`config.mk`:
```
export PLATFORM = sky130hd
export DESIGN_NAME = pbit_local_field
export DESIGN_NICKNAME = d
export VERILOG_FILES = /design/src/rtl/pbit_local_field.sv
export SDC_FILE = /design/constraint.sdc
export NUM_CORES = 1
export LEC_CHECK = 0
export BUFFER_PORTS_ARGS = -buffer_cell sky130_fd_sc_hd__buf_4
export CAP_MARGIN = 20
export CORE_MARGIN = 10
export CORE_UTILIZATION = 62
export CTS_CLUSTER_SIZE = 10
export DETAILED_ROUTE_END_ITERATION = 16
export HOLD_SLACK_MARGIN = 0.1
export PLACE_DENSITY = 0.79
export SYNTH_ARGS = -nofsm -noshare
export SYNTH_HDL_FRONTEND = slang
export SYNTH_SLANG_ARGS = --single-unit
```
`constraint.sdc`:
```
create_clock -name clk -period 6.35 [get_ports clk]
set_clock_uncertainty 0.1 [all_clocks]
set_input_delay 0.635 -clock clk [delete_from_list [all_inputs] [get_ports clk]]
set_output_delay 0.635 -clock clk [all_outputs]
set_load 0.02 [all_outputs]
```
`src/rtl/pbit_local_field.sv`:
```
// Serial local-field accumulator for one p-bit: I = h + sum(J_j * m_j), one neighbour per clock,
// saturated to 4-bit signed and held for the downstream comparator stage.
module pbit_local_field #(
    parameter int N  = 4,
    parameter int WW = 4,
    parameter int AW = 3
) (
    input  logic                 clk,
    input  logic                 reset,
    input  logic [N-1:0]         spins_i,
    input  logic                 wr_en_i,
    input  logic [AW-1:0]        wr_addr_i,
    input  logic signed [WW-1:0] wr_data_i,
    input  logic                 start_i,
    output logic                 busy_o,
    output logic signed [3:0]    field_out_o,
    output logic                 field_valid_o,
    output logic                 sat_o
);

    localparam int AccW = WW + $clog2(N + 1) + 1;
    localparam int IdxW = (N > 1) ? $clog2(N) : 1;
    localparam logic signed [AccW-1:0] AccMax = AccW'(7);
    localparam logic signed [AccW-1:0] AccMin = AccW'(-8);

    typedef enum logic [1:0] {
        ST_IDLE  = 2'd0,
        ST_ACCUM = 2'd1,
        ST_DONE  = 2'd2
    } state_e;

    state_e                 state_q, state_d;
    logic signed [WW-1:0]   wgt_q [0:N];
    logic [N-1:0]           snap_q, snap_d;
    logic signed [AccW-1:0] acc_q, acc_d;
    logic [IdxW-1:0]        idx_q, idx_d;
    logic                   busy_q, busy_d;
    logic signed [3:0]      field_q, field_d;
    logic                   valid_q, valid_d;
    logic                   sat_q, sat_d;
    logic                   wr_ok_s;

    function automatic logic signed [AccW-1:0] sext(input logic signed [WW-1:0] w);
        sext = {{(AccW - WW){w[WW-1]}}, w};
    endfunction

    function automatic logic signed [3:0] clip(input logic signed [AccW-1:0] a);
        if (a > AccMax) begin
            clip = 4'b0111;
        end else if (a < AccMin) begin
            clip = 4'b1000;
        end else begin
            clip = a[3:0];
        end
    endfunction

    // Next-state logic; writes are only honoured in IDLE when no pass is being launched.
    always_comb begin
        state_d = state_q;
        snap_d  = snap_q;
        acc_d   = acc_q;
        idx_d   = idx_q;
        busy_d  = busy_q;
        field_d = field_q;
        valid_d = 1'b0;
        sat_d   = sat_q;
        wr_ok_s = 1'b0;
        case (state_q)
            ST_IDLE: begin
                if (start_i) begin
                    state_d = ST_ACCUM;
                    snap_d  = spins_i;
                    acc_d   = sext(wgt_q[N]);
                    idx_d   = '0;
                    busy_d  = 1'b1;
                end else begin
                    wr_ok_s = wr_en_i;
                end
            end
            ST_ACCUM: begin
                if (snap_q[idx_q]) begin
                    acc_d = acc_q + sext(wgt_q[idx_q]);
                end else begin
                    acc_d = acc_q - sext(wgt_q[idx_q]);
                end
                idx_d = idx_q + IdxW'(1);
                if (idx_q == IdxW'(N - 1)) begin
                    state_d = ST_DONE;
                end else begin
                    state_d = ST_ACCUM;
                end
            end
            ST_DONE: begin
                field_d = clip(acc_q);
                sat_d   = (acc_q > AccMax) || (acc_q < AccMin);
                valid_d = 1'b1;
                busy_d  = 1'b0;
                state_d = ST_IDLE;
            end
            default: begin
                state_d = ST_IDLE;
                busy_d  = 1'b0;
            end
        endcase
    end

    // Control, accumulator and output registers.
    always_ff @(posedge clk or posedge reset) begin
        if (reset) begin
            state_q <= ST_IDLE;
            snap_q  <= '0;
            acc_q   <= '0;
            idx_q   <= '0;
            busy_q  <= 1'b0;
            field_q <= 4'sd0;
            valid_q <= 1'b0;
            sat_q   <= 1'b0;
        end else begin
            state_q <= state_d;
            snap_q  <= snap_d;
            acc_q   <= acc_d;
            idx_q   <= idx_d;
            busy_q  <= busy_d;
            field_q <= field_d;
            valid_q <= valid_d;
            sat_q   <= sat_d;
        end
    end

    // Weight/bias register file; addresses above N are silently ignored.
    always_ff @(posedge clk or posedge reset) begin
        if (reset) begin
            for (int i = 0; i <= N; i++) begin
                wgt_q[i] <= '0;
            end
        end else if (wr_ok_s && (wr_addr_i <= AW'(N))) begin
            wgt_q[wr_addr_i] <= wr_data_i;
        end
    end

    assign busy_o        = busy_q;
    assign field_out_o   = field_q;
    assign field_valid_o = valid_q;
    assign sat_o         = sat_q;

endmodule
```
**After elaboration in Yosys (flattened, before gate mapping)**

Index checks and enable logic that the tools add are counted.

- Bits in registers: 43
- Input port bits: 15
- Output and inout bits: 7

- Add/subtract/negate cells: 3
- $lt $le $gt $ge: 7
- Equality and inequality tests: 4
- Mux-type cells: 23
- Bitwise operators: 3
- Reduce and logical (&&, ||, !) cells: 8

Operator list:

| cell | count |
|---|---|
| $bwmux W20 | 1 |
| $mux W4 | 5 |
| $mux W8 | 2 |
| $pmux W8 S2 | 1 |
| $bmux W4 S3 | 1 |
| $demux W4 S3 | 1 |
| $add A8 B4 Y8 | 1 |
| $gt A8 B4 Y1 const B | 1 |
| $lt A8 B4 Y1 const B | 1 |
| $pmux W2 S2 | 2 |
| $sub A8 B4 Y8 | 1 |
| $mux W2 | 3 |
| $reduce_and A2 Y1 | 3 |
| $mux W1 | 5 |
| $eq A2 B2 Y1 const B | 2 |
| $ge A3 B4 Y1 const B | 1 |
| $ge A4 B4 Y1 const B | 1 |
| $lt A4 B1 Y1 const B | 1 |
| $not A3 Y4 | 1 |
| $le A3 B3 Y1 const B | 1 |
| $lt A2 B3 Y1 const B | 1 |
| $not A2 Y3 | 1 |
| $add A2 B1 Y2 const B | 1 |
| $bmux W1 S2 | 1 |
| other kinds (8) | 9 |

**Depth between registers and ports, before layout**

Gate-level depths: netlist of run 1.

- Word-level depth: 7
- Gate-level depth with buffers: 13

**Worst setup path after synthesis of run 1**

Ideal clock, no wire load.

- Kind: register -> register
- Start: register idx_q[0]
- End: register acc_q[6]
- Library setup time: 0.131 ns
- Arrival: 2.839 ns
- Data required time: 6.119 ns
- Path slack: 3.280 ns
- Stages on the path, launching flop included: 13
- Buffers on the path: 1
- Period minus slack after synthesis: 3.070 ns
- Cell sequence: dfrtp_1 > buf_6 > mux4_1 > inv_1 > ha_1 > mux2_2 > fa_1 > a21o_1 > a21oi_1 > o21bai_1 > a21oi_1 > xor2_1 > o21ai_0

- Word-level cells in the longest chain between the ends: 7
- Elaborated cells between the ends (all ways): 10
- Those cells by class: 2 x add/sub; 7 x mux; 1 x bitwise

RTL lines:

| item | RTL line | source |
|---|---|---|
| start: declaration | 36 | `logic [IdxW-1:0] idx_q, idx_d;` |
| start signal: assignment | 122 | `idx_q <= idx_d;` |
| $not A2 Y3 (not written as such) | 82, 84 |  |
| $bmux W4 S3 | 82, 84 |  |
| $mux W4 (not written as such) (2 in a row) | 82, 84 |  |
| $sub A8 B4 Y8 or $add A8 B4 Y8 (tied branches) | 84, 82 |  |
| $mux W8 * | 81 | `if (snap_q[idx_q]) begin` |
| $pmux W8 S2 * | 68 | `case (state_q)` |
| end signal: assignment | 112 | `acc_q <= '0;` |
| end signal: assignment | 121 | `acc_q <= acc_d;` |
| end: declaration | 35 | `logic signed [AccW-1:0] acc_q, acc_d;` |

Mark *: on every way between the ends. The rest lies on a longest branch, timed or not. The select of a mux whose other input is x is not followed.
A chain may end at the register's enable or synchronous reset.

**Worst setup path after layout of run 1**

Ends and elaborated chain as after synthesis.

==> results of run 1 <==
[area by class of cell]
cell class / count / area share (%)
Timing Repair Buffer: 23 / 6.89
Inverter: 10 / 1.50
Multi-Input combinational cell: 135 / 44.2
Tap cell: 46 / 2.30
Sequential cell: 43 / 42.9
Clock inverter: 1 / 0.200
Clock buffer: 6 / 2.05
[registers in the layout (all words and copies together), names as in the netlist]
register	cells
acc_q	8
state_q	2
snap_q	4
field_valid_o	1
idx_q	2
sat_o	1
busy_o	1
field_out_o	4
wgt_q	20
[layout by cell type, fill, tap and decap left out, types with 4 or more instances in the layout]
master / count
nand3_1: 6
xor2_1: 4
nor2_1: 7
dfrtp_1: 43
buf_4: 23
a21oi_1: 11
ha_1: 12
o21ai_0: 15
inv_1: 10
nand2_1: 16
clkbuf_4: 5
mux2_2: 25
[stage by stage]
step	hold WS, ns	area, µm²
4_1_cts	0.299	2510
3_5_place_dp	0.367	2450
6_report	0.283	2510
5_1_grt	0.332	2510
3_3_place_gp	0.362	2450
2_1_floorplan	0.369	2240
[logic make-up after synthesis]
group                      after synthesis  share of synthesized area, %
xor gates and xnor gates                 7                          2.74
buffers and inverters                   13                          2.51
adders and majority gates               13                          7.60
and+or+nand+nor                         49                          11.7
AOI/OAI and AO/OA                       36                          9.27
DFF                                     43                          48.0
muxes                                   30                          18.1
[worst max path at each step]
stage                                    start                   end  slack, ns  cells after the start
after floorplan           idx_q[0]$_DFFE_PP0P_  acc_q[6]$_DFFE_PP0P_       3.28                     12
after global placement    idx_q[0]$_DFFE_PP0P_  acc_q[6]$_DFFE_PP0P_       2.99                     11
after detailed placement  idx_q[0]$_DFFE_PP0P_  acc_q[6]$_DFFE_PP0P_       2.91                     11
after CTS                 idx_q[0]$_DFFE_PP0P_  acc_q[6]$_DFFE_PP0P_       2.87                     11
after global routing      idx_q[0]$_DFFE_PP0P_  acc_q[6]$_DFFE_PP0P_       2.66                     11
final                     idx_q[0]$_DFFE_PP0P_  acc_q[6]$_DFFE_PP0P_       2.86                     11
[worst register-to-register path, delay by kind of cell, from the launching register on]
family          cells  cell delay (ns)
compound gates      5             0.78
xor+xnor            1             0.16
fa+ha+maj           2             0.66
buf+inv             1             0.09
flops               1             0.58
mux                 2             0.98
[routing by layer]
| metal | vias up | share of wire, % |
|---|---|---|
| met3 | 14 | 5.0 |
| met5 | - | 0 |
| met1 | 766 | 40 |
| met4 | 0 | 2.3 |
| li1 | 743 | - |
| met2 | 36 | 52 |
==> metrics.csv, run 1 <==
metric,value,unit
drt_iter0_markers,109,
critPathLaunchType,flip-flop,
ant_nets,0,
synth_area_leaders,"dfrtp_1 (48%), mux2_2 (13%), ha_1 (6.7%), mux4_1 (3.5%), o21ai_0 (3.4%)",
r2r.worst_path.cells,11,
place_inst,257,
gp_congestion,0.852,
clock-sinks,43,
wire_per_inst,16.7,µm
worstMarginPinSlew,0.692,ns
row_count,21,
required,6.48,ns
cts_setup_buffers,0,
ctsHoldBuffers,0,
crit_slowest_cell,mux4_1,
cpLargestDelayFamily,multiplexers,
hold_violations,0,
ys_ff_latch,43,
grt_max_degree,44,
cts_tree,built,
grt-busiest-layer,met2,
dr.pass1.iters,4,
grt_antenna_before_repair,0,
htree_levels,2,
setup_viol,0,
final.setup.tns,0,ns
syn_area,0.00224,mm²
final_util,73.4,%
ctsLongestPathBuffers,2,
dieWidth,80.1,µm
critPathBufInv,1,
grtUsageMet2,26.1,%
track_usage,15.2,%
reg2reg_slack,2.86,ns
cts_root_buf,clkbuf_4,
synth_flop_cell,dfrtp_1,
r2r-end,acc_q[6]$_DFFE_PP0P_,
gr-usage-met1,16.2,%
grt_pass1_wl,7690,µm
wl,4400,µm
syn_avg_cell_area,11.7,µm²
port_buffers,21,
rsz0062_at_grt,false,
crit_top_cell,a21oi_1,
die_area,0.00642,mm²
multi_input_area,0.00111,mm²
fmax,0.287,GHz
synth_nets,219,
die_h,80.1,µm
netlist_instances,191,
yosysMostFrequentCell,dfrtp_1,
grt_pass1_vias,1660,
fin_ws,2.86,ns
final_nets,246,
synth_cell_types,36,
path_cells,"mux4_1, inv_1, ha_1, mux2_2, fa_1, a21o_1, a21oi_1, o21bai_1, a21oi_1, xor2_1, o21ai_0",
yosysTopAreaCell,dfrtp_1,
area_growth,12.0,%
diodes,0,
fin_crit_sh,55.0,%
cts_resized,0,
worstPathArrival,3.62,ns
cap_violations,0,
final_cells,264,
initial_core_util,65.6,%
path_max_fanout,8,
status,"finished, final reports clean",
overflow,0,
ys_seq_area_share,48.0,%
rr_startpoint,idx_q[0]$_DFFE_PP0P_,
synth_common_cells,"dfrtp_1 (43), mux2_2 (25), nand2_1 (16)",
num_vias,1559,
crit_type,flip-flop to flip-flop,
layout.area.seq,0.00108,mm²
drive_gt1_share,28.9,%
core,0.00342,mm²
ys_warn_count,0,
insertion_delay,0.36,ns
post_drt_via_cell_ratio,5.91,
use_met3,5.23,%
synth.top_cell.area_share,48.0,%
clk_pin_slew,0.13,ns
endpoint_kind,flip-flop,
pin_count,22,
min_period,3.49,ns
synth-edff-count,0,
numCtsBuffers,5,
max_stage_delay,0.68,ns
fillers,266,
dp_slack,2.91,ns
finalMaxSlewViolations,0,
async_reset_ff_share,100,%
route.detailed.drc,0,
hp-class,primary input to async pin,
hpwl,3400,µm
slew_headroom,53.2,%
Power of run 1 is left out: the tool's default activity adds up to more than one toggle a clock period on the data nets, which glitch-free logic cannot reach.
==> run 2: changes to the inputs <==
--- a/config.mk
+++ b/config.mk
@@ -8,11 +8,11 @@
 export BUFFER_PORTS_ARGS = -buffer_cell sky130_fd_sc_hd__buf_4
 export CAP_MARGIN = 20
 export CORE_MARGIN = 10
-export CORE_UTILIZATION = 62
+export CORE_UTILIZATION = 53
 export CTS_CLUSTER_SIZE = 10
 export DETAILED_ROUTE_END_ITERATION = 16
 export HOLD_SLACK_MARGIN = 0.1
-export PLACE_DENSITY = 0.79
+export PLACE_DENSITY = 0.72
 export SYNTH_ARGS = -nofsm -noshare
 export SYNTH_HDL_FRONTEND = slang
 export SYNTH_SLANG_ARGS = --single-unit
==> constraint.sdc (replaced) <==
create_clock -name clk -period 3.2 [get_ports clk]
set_clock_uncertainty 0.1 [all_clocks]
set_input_delay 0.32 -clock clk [delete_from_list [all_inputs] [get_ports clk]]
set_output_delay 0.32 -clock clk [all_outputs]
set_load 0.02 [all_outputs]
==> run 2 against run 1 <==
Net effect: sequential cell count stayed put; final cell count increased by 5.3%; critical path depth rose by 2; highest routed layer unchanged; first-iteration DRC count down 10%; largest cell class unchanged.
==> metrics.csv, run 2 (same netlist as run 1, synthesis figures left out) <==
metric,value,unit
crit_top_cell,ha_1,
r2r.worst_path.cells,13,
insertion_delay,0.30,ns
required,3.33,ns
largest_reg_flops,20,
drt_iter0_markers,98,
fin_crit_sh,96.0,%
most-common-layout-cells,"dfrtp_1 (42), buf_4 (31), mux2_2 (25), nand2_1 (16)",
maxUsedRoutingLayer,met4,
fmax,0.325,GHz
final_util,65.2,%
min_period,3.07,ns
crit_type,flip-flop to flip-flop,
num_vias,1595,
regMostFlops,wgt_q,
multi_input_area,0.00113,mm²
final_common_cell,dfrtp_1,
worstPathArrival,3.20,ns
wire_per_inst,16.6,µm
crit_slowest_cell,mux4_2,
ant_nets,0,
dr_wl_met3,205,µm
cap_violations,0,
ctsLongestPathBuffers,2,
endpoint_kind,flip-flop,
worstMarginPinSlew,0.758,ns
status,"finished, final reports clean",
path_cells,"mux4_2, buf_6, nor3_4, inv_1, ha_1, o21ai_1, ha_1, nand4_1, a21oi_2, nor2_1, xor2_1, or3_1, nand3_1",
holdPathStages,2,
path_max_fanout,4,
reg2reg_slack,0.13,ns
htree_levels,2,
layout.area.seq,0.00108,mm²
hp-start,spins_i[1],
wl,4610,µm
wl_met1,1920,µm
clock-sinks,43,
port_buffers,21,
dr_wl_met2,2440,µm
final_area,0.00265,mm²
final_nets,256,
overflow,0,
row_count,23,
rr_startpoint,idx_q[0]$_DFFE_PP0P_,
gp_congestion,0.857,
max_stage_delay,0.54,ns
drive_gt1_share,36.4,%
initial_core_util,55.2,%
final_cells,278,
post_drt_via_cell_ratio,5.74,
largestRegisters,"wgt_q x20, acc_q x8",
place_inst,265,
die_area,0.00723,mm²
cts_root_buf,clkbuf_8,
slew_headroom,48.7,%
whs_endpoint,snap_q[1]$_DFFE_PP0P_,
setup_viol,0,
diodes,0,
hold_violations,0,
pin_count,22,
grt_pass1_vias,1698,
fillers,304,
final.setup.tns,0,ns
dr.pass1.iters,4,
die_h,85.0,µm
cts_tree,built,
rsz0062_at_grt,true,
finalMaxSlewViolations,0,
r2r-end,acc_q[7]$_DFFE_PP0P_,
grt_max_degree,44,
route.detailed.drc,0,
placed_cell_area,0.00249,mm²
track_usage,13.0,%
hpwl,3510,µm
hp-class,primary input to flip-flop,
clk_pin_slew,0.08,ns
area_growth,18.2,%
numCtsBuffers,5,
grt_antenna_before_repair,0,
grt_pass1_wl,7680,µm
dieWidth,85.0,µm
core,0.00406,mm²
critPathLaunchType,flip-flop,
==> run 2: changes by cell type in the layout (fill, tap and decap cells not counted), sizes merged <==
cell | before | now
buf | 23 | 32
dlygate4sd3 | 0 | 1
==> run 2: worst max-delay path by stage <==
stage	startpoint	endpoint	slack, ns
3_5_place_dp	idx_q[0]$_DFFE_PP0P_	acc_q[7]$_DFFE_PP0P_	-0.05
6_report	idx_q[0]$_DFFE_PP0P_	acc_q[7]$_DFFE_PP0P_	0.13
4_1_cts	idx_q[0]$_DFFE_PP0P_	acc_q[6]$_DFFE_PP0P_	0.003
3_3_place_gp	idx_q[0]$_DFFE_PP0P_	acc_q[6]$_DFFE_PP0P_	0.06
2_1_floorplan	idx_q[0]$_DFFE_PP0P_	acc_q[6]$_DFFE_PP0P_	0.13
5_1_grt	idx_q[0]$_DFFE_PP0P_	acc_q[7]$_DFFE_PP0P_	-0.04
==> run 2: metal layers <==
metal	track usage, %	vias to the layer above
met5	0	-
met4	5.84	0
met3	4.21	8
met2	22.6	42
met1	13.9	791
li1	-	754
==> run 2: timing repair <==
action | 4_1_cts | 5_1_grt
resized for setup | 2 | 14
endpoints found under the hold margin | 43 | 0
hold buffers | 1 | 0
setup buffers | 0 | 5
pin swaps | 0 | 8
endpoints found under the setup margin | 2 | 3
==> run 2: through the flow <==
stage / hold WS, ns / setup slack (ns)
4_1_cts: 0.143 / 0.00303
5_1_grt: 0.147 / -0.0418
3_5_place_dp: 0.371 / -0.0529
3_3_place_gp: 0.364 / 0.0631
2_1_floorplan: 0.369 / 0.130
6_report: 0.148 / 0.127
==> run 2: worst max-delay path, delay by kind of cell (launching register included) <==
kind | cells | cell delay [ns]
XOR/XNOR | 1 | 0.16
flip-flops | 1 | 0.41
adder cells (fa/ha/maj) | 2 | 0.63
buffers and inverters | 2 | 0.20
AO/OA/AOI/OAI | 2 | 0.19
multiplexers | 1 | 0.54
AND/OR/NAND/NOR | 5 | 0.76
==> run 2: cell type report <==
type / instances / share of cell area [%]
clock buffer: 6 / 3.12
clock inverter: 1 / 0.189
sequential: 43 / 40.7
inverter: 10 / 1.42
timing repair buffer: 33 / 9.60
multi-input combinational: 135 / 42.6
tap: 50 / 2.36
Power of run 2 is left out for the same reason.
==> run 3: changes to the inputs <==
--- a/config.mk
+++ b/config.mk
@@ -9,9 +9,10 @@
 export CAP_MARGIN = 20
 export CORE_MARGIN = 10
 export CORE_UTILIZATION = 53
+export CTS_BUF_LIST = sky130_fd_sc_hd__clkbuf_16
 export CTS_CLUSTER_SIZE = 10
 export DETAILED_ROUTE_END_ITERATION = 16
-export HOLD_SLACK_MARGIN = 0.1
+export HOLD_SLACK_MARGIN = 0.06
 export PLACE_DENSITY = 0.72
 export SYNTH_ARGS = -nofsm -noshare
 export SYNTH_HDL_FRONTEND = slang
==> run 3 against run 2 <==
Net effect: critical path depth unchanged; die area stayed put; setup slack lost 0.018 ns; sequential share of layout area fell by 0.55 points; fmax decreased by 0.59%; non-clock buffer count shrank 1; via count decreased by 1.1%; count of clock-buffer cells in the layout down 1; sequential cell count unchanged.
==> metrics.csv, run 3 (same netlist as run 1, synthesis figures left out) <==
metric,value,unit
status,"finished, final reports clean",
area_growth,19.8,%
final_util,66.1,%
critPathLaunchType,flip-flop,
core,0.00406,mm²
final.setup.tns,0,ns
wire_per_inst,16.5,µm
grt_antenna_before_repair,0,
finalMaxSlewViolations,0,
hold_violations,0,
route.detailed.drc,0,
num_vias,1578,
numCtsBuffers,5,
diodes,0,
drive_gt1_share,35.2,%
dr.pass1.iters,4,
die_h,85.0,µm
most-common-layout-cells,"dfrtp_1 (42), buf_4 (31), mux2_2 (25), nand2_1 (16)",
grt_pass1_vias,1707,
cts_tree,built,
overflow,0,
fmax,0.323,GHz
crit_slowest_cell,mux4_2,
crit_type,flip-flop to flip-flop,
largestRegisters,"wgt_q x20, acc_q x8",
hp-class,primary input to async pin,
ctsLongestPathBuffers,2,
die_area,0.00723,mm²
dieWidth,85.0,µm
max_stage_delay,0.54,ns
wl,4580,µm
regMostFlops,wgt_q,
largest_reg_flops,20,
hpwl,3510,µm
setup_viol,0,
fin_crit_sh,96.6,%
min_period,3.09,ns
rsz0062_at_grt,true,
clock-sinks,43,
clk_pin_slew,0.06,ns
worstMarginPinSlew,0.722,ns
path_max_fanout,5,
required,3.31,ns
gp_congestion,0.857,
hold_ws,0.0810,ns
drt_iter0_markers,127,
cts_root_buf,clkbuf_16,
worstPathArrival,3.20,ns
fillers,299,
endpoint_kind,flip-flop,
grt_pass1_wl,7740,µm
post_drt_via_cell_ratio,5.70,
ctsHoldBuffers,0,
initial_core_util,55.2,%
reg2reg_slack,0.11,ns
slew_headroom,51.2,%
ant_nets,0,
path_cells,"mux4_2, buf_6, nor3_4, inv_1, ha_1, o21ai_1, ha_1, nand4_1, a21oi_2, nor2_1, xor2_1, or3_1, nand3_1",
htree_levels,2,
crit_top_cell,ha_1,
row_count,23,
final_common_cell,dfrtp_1,
final_nets,255,
grt_max_degree,44,
insertion_delay,0.28,ns
pin_count,22,
track_usage,12.9,%
cap_violations,0,
port_buffers,21,
## run 3: layout make-up
cell class / instances / area [µm²] / share of cell area [%]
Clock buffer: 5 / 125 / 4.66
Clock inverter: 2 / 8.76 / 0.326
Sequential cell: 43 / 1080 / 40.2
Timing Repair Buffer: 32 / 244 / 9.10
Inverter: 10 / 37.5 / 1.40
Tap cell: 50 / 62.6 / 2.33
Multi-Input combinational cell: 135 / 1130 / 42.0
## run 3: metrics by stage
| stage | area (µm²) | setup slack, ns | instances |
|---|---|---|---|
| CTS | 2620 | 0.00919 | 272 |
| finish | 2680 | 0.108 | 277 |
| floorplan | 2240 | 0.130 | 191 |
| detailed placement | 2490 | -0.0529 | 265 |
| global placement | 2490 | 0.0631 | 265 |
| global route | 2680 | -0.0723 | 277 |
## run 3: critical path: cells and delay by family, from the launching register on
| family | cells | cell delay [ns] |
|---|---|---|
| fa+ha+maj | 2 | 0.62 |
| compound gates | 2 | 0.19 |
| mux | 1 | 0.54 |
| xor+xnor | 1 | 0.16 |
| buf+inv | 2 | 0.21 |
| flops | 1 | 0.42 |
| simple gates | 5 | 0.77 |
## run 3: worst paths after layout
check	start	cells after the start	to
worst max-delay path	idx_q[0]$_DFFE_PP0P_	13	acc_q[7]$_DFFE_PP0P_
min in group clk	spins_i[1]	2	snap_q[1]$_DFFE_PP0P_
max in group asynchronous	reset	3	idx_q[0]$_DFFE_PP0P_
worst max register to register	idx_q[0]$_DFFE_PP0P_	13	acc_q[7]$_DFFE_PP0P_
worst min-delay path	reset	3	busy_o$_DFFE_PP0P_
worst min register to register	field_out_o[2]$_DFFE_PP0P_	2	field_out_o[2]$_DFFE_PP0P_
## run 3: routing by layer
layer	wire, µm	GRT usage, %	up-vias
li1	-	-	753
met1	1940	14.2	788
met2	2410	22.7	29
met3	154	3.35	8
met4	78	5.84	0
met5	0	0	-
## run 3: repair_timing
item | 4_1_cts | 5_1_grt
pin swaps | 0 | 8
buffers inserted | 0 | 5
gates resized for setup | 2 | 12
endpoints found under the setup margin | 2 | 3
Power of run 3 is left out for the same reason.
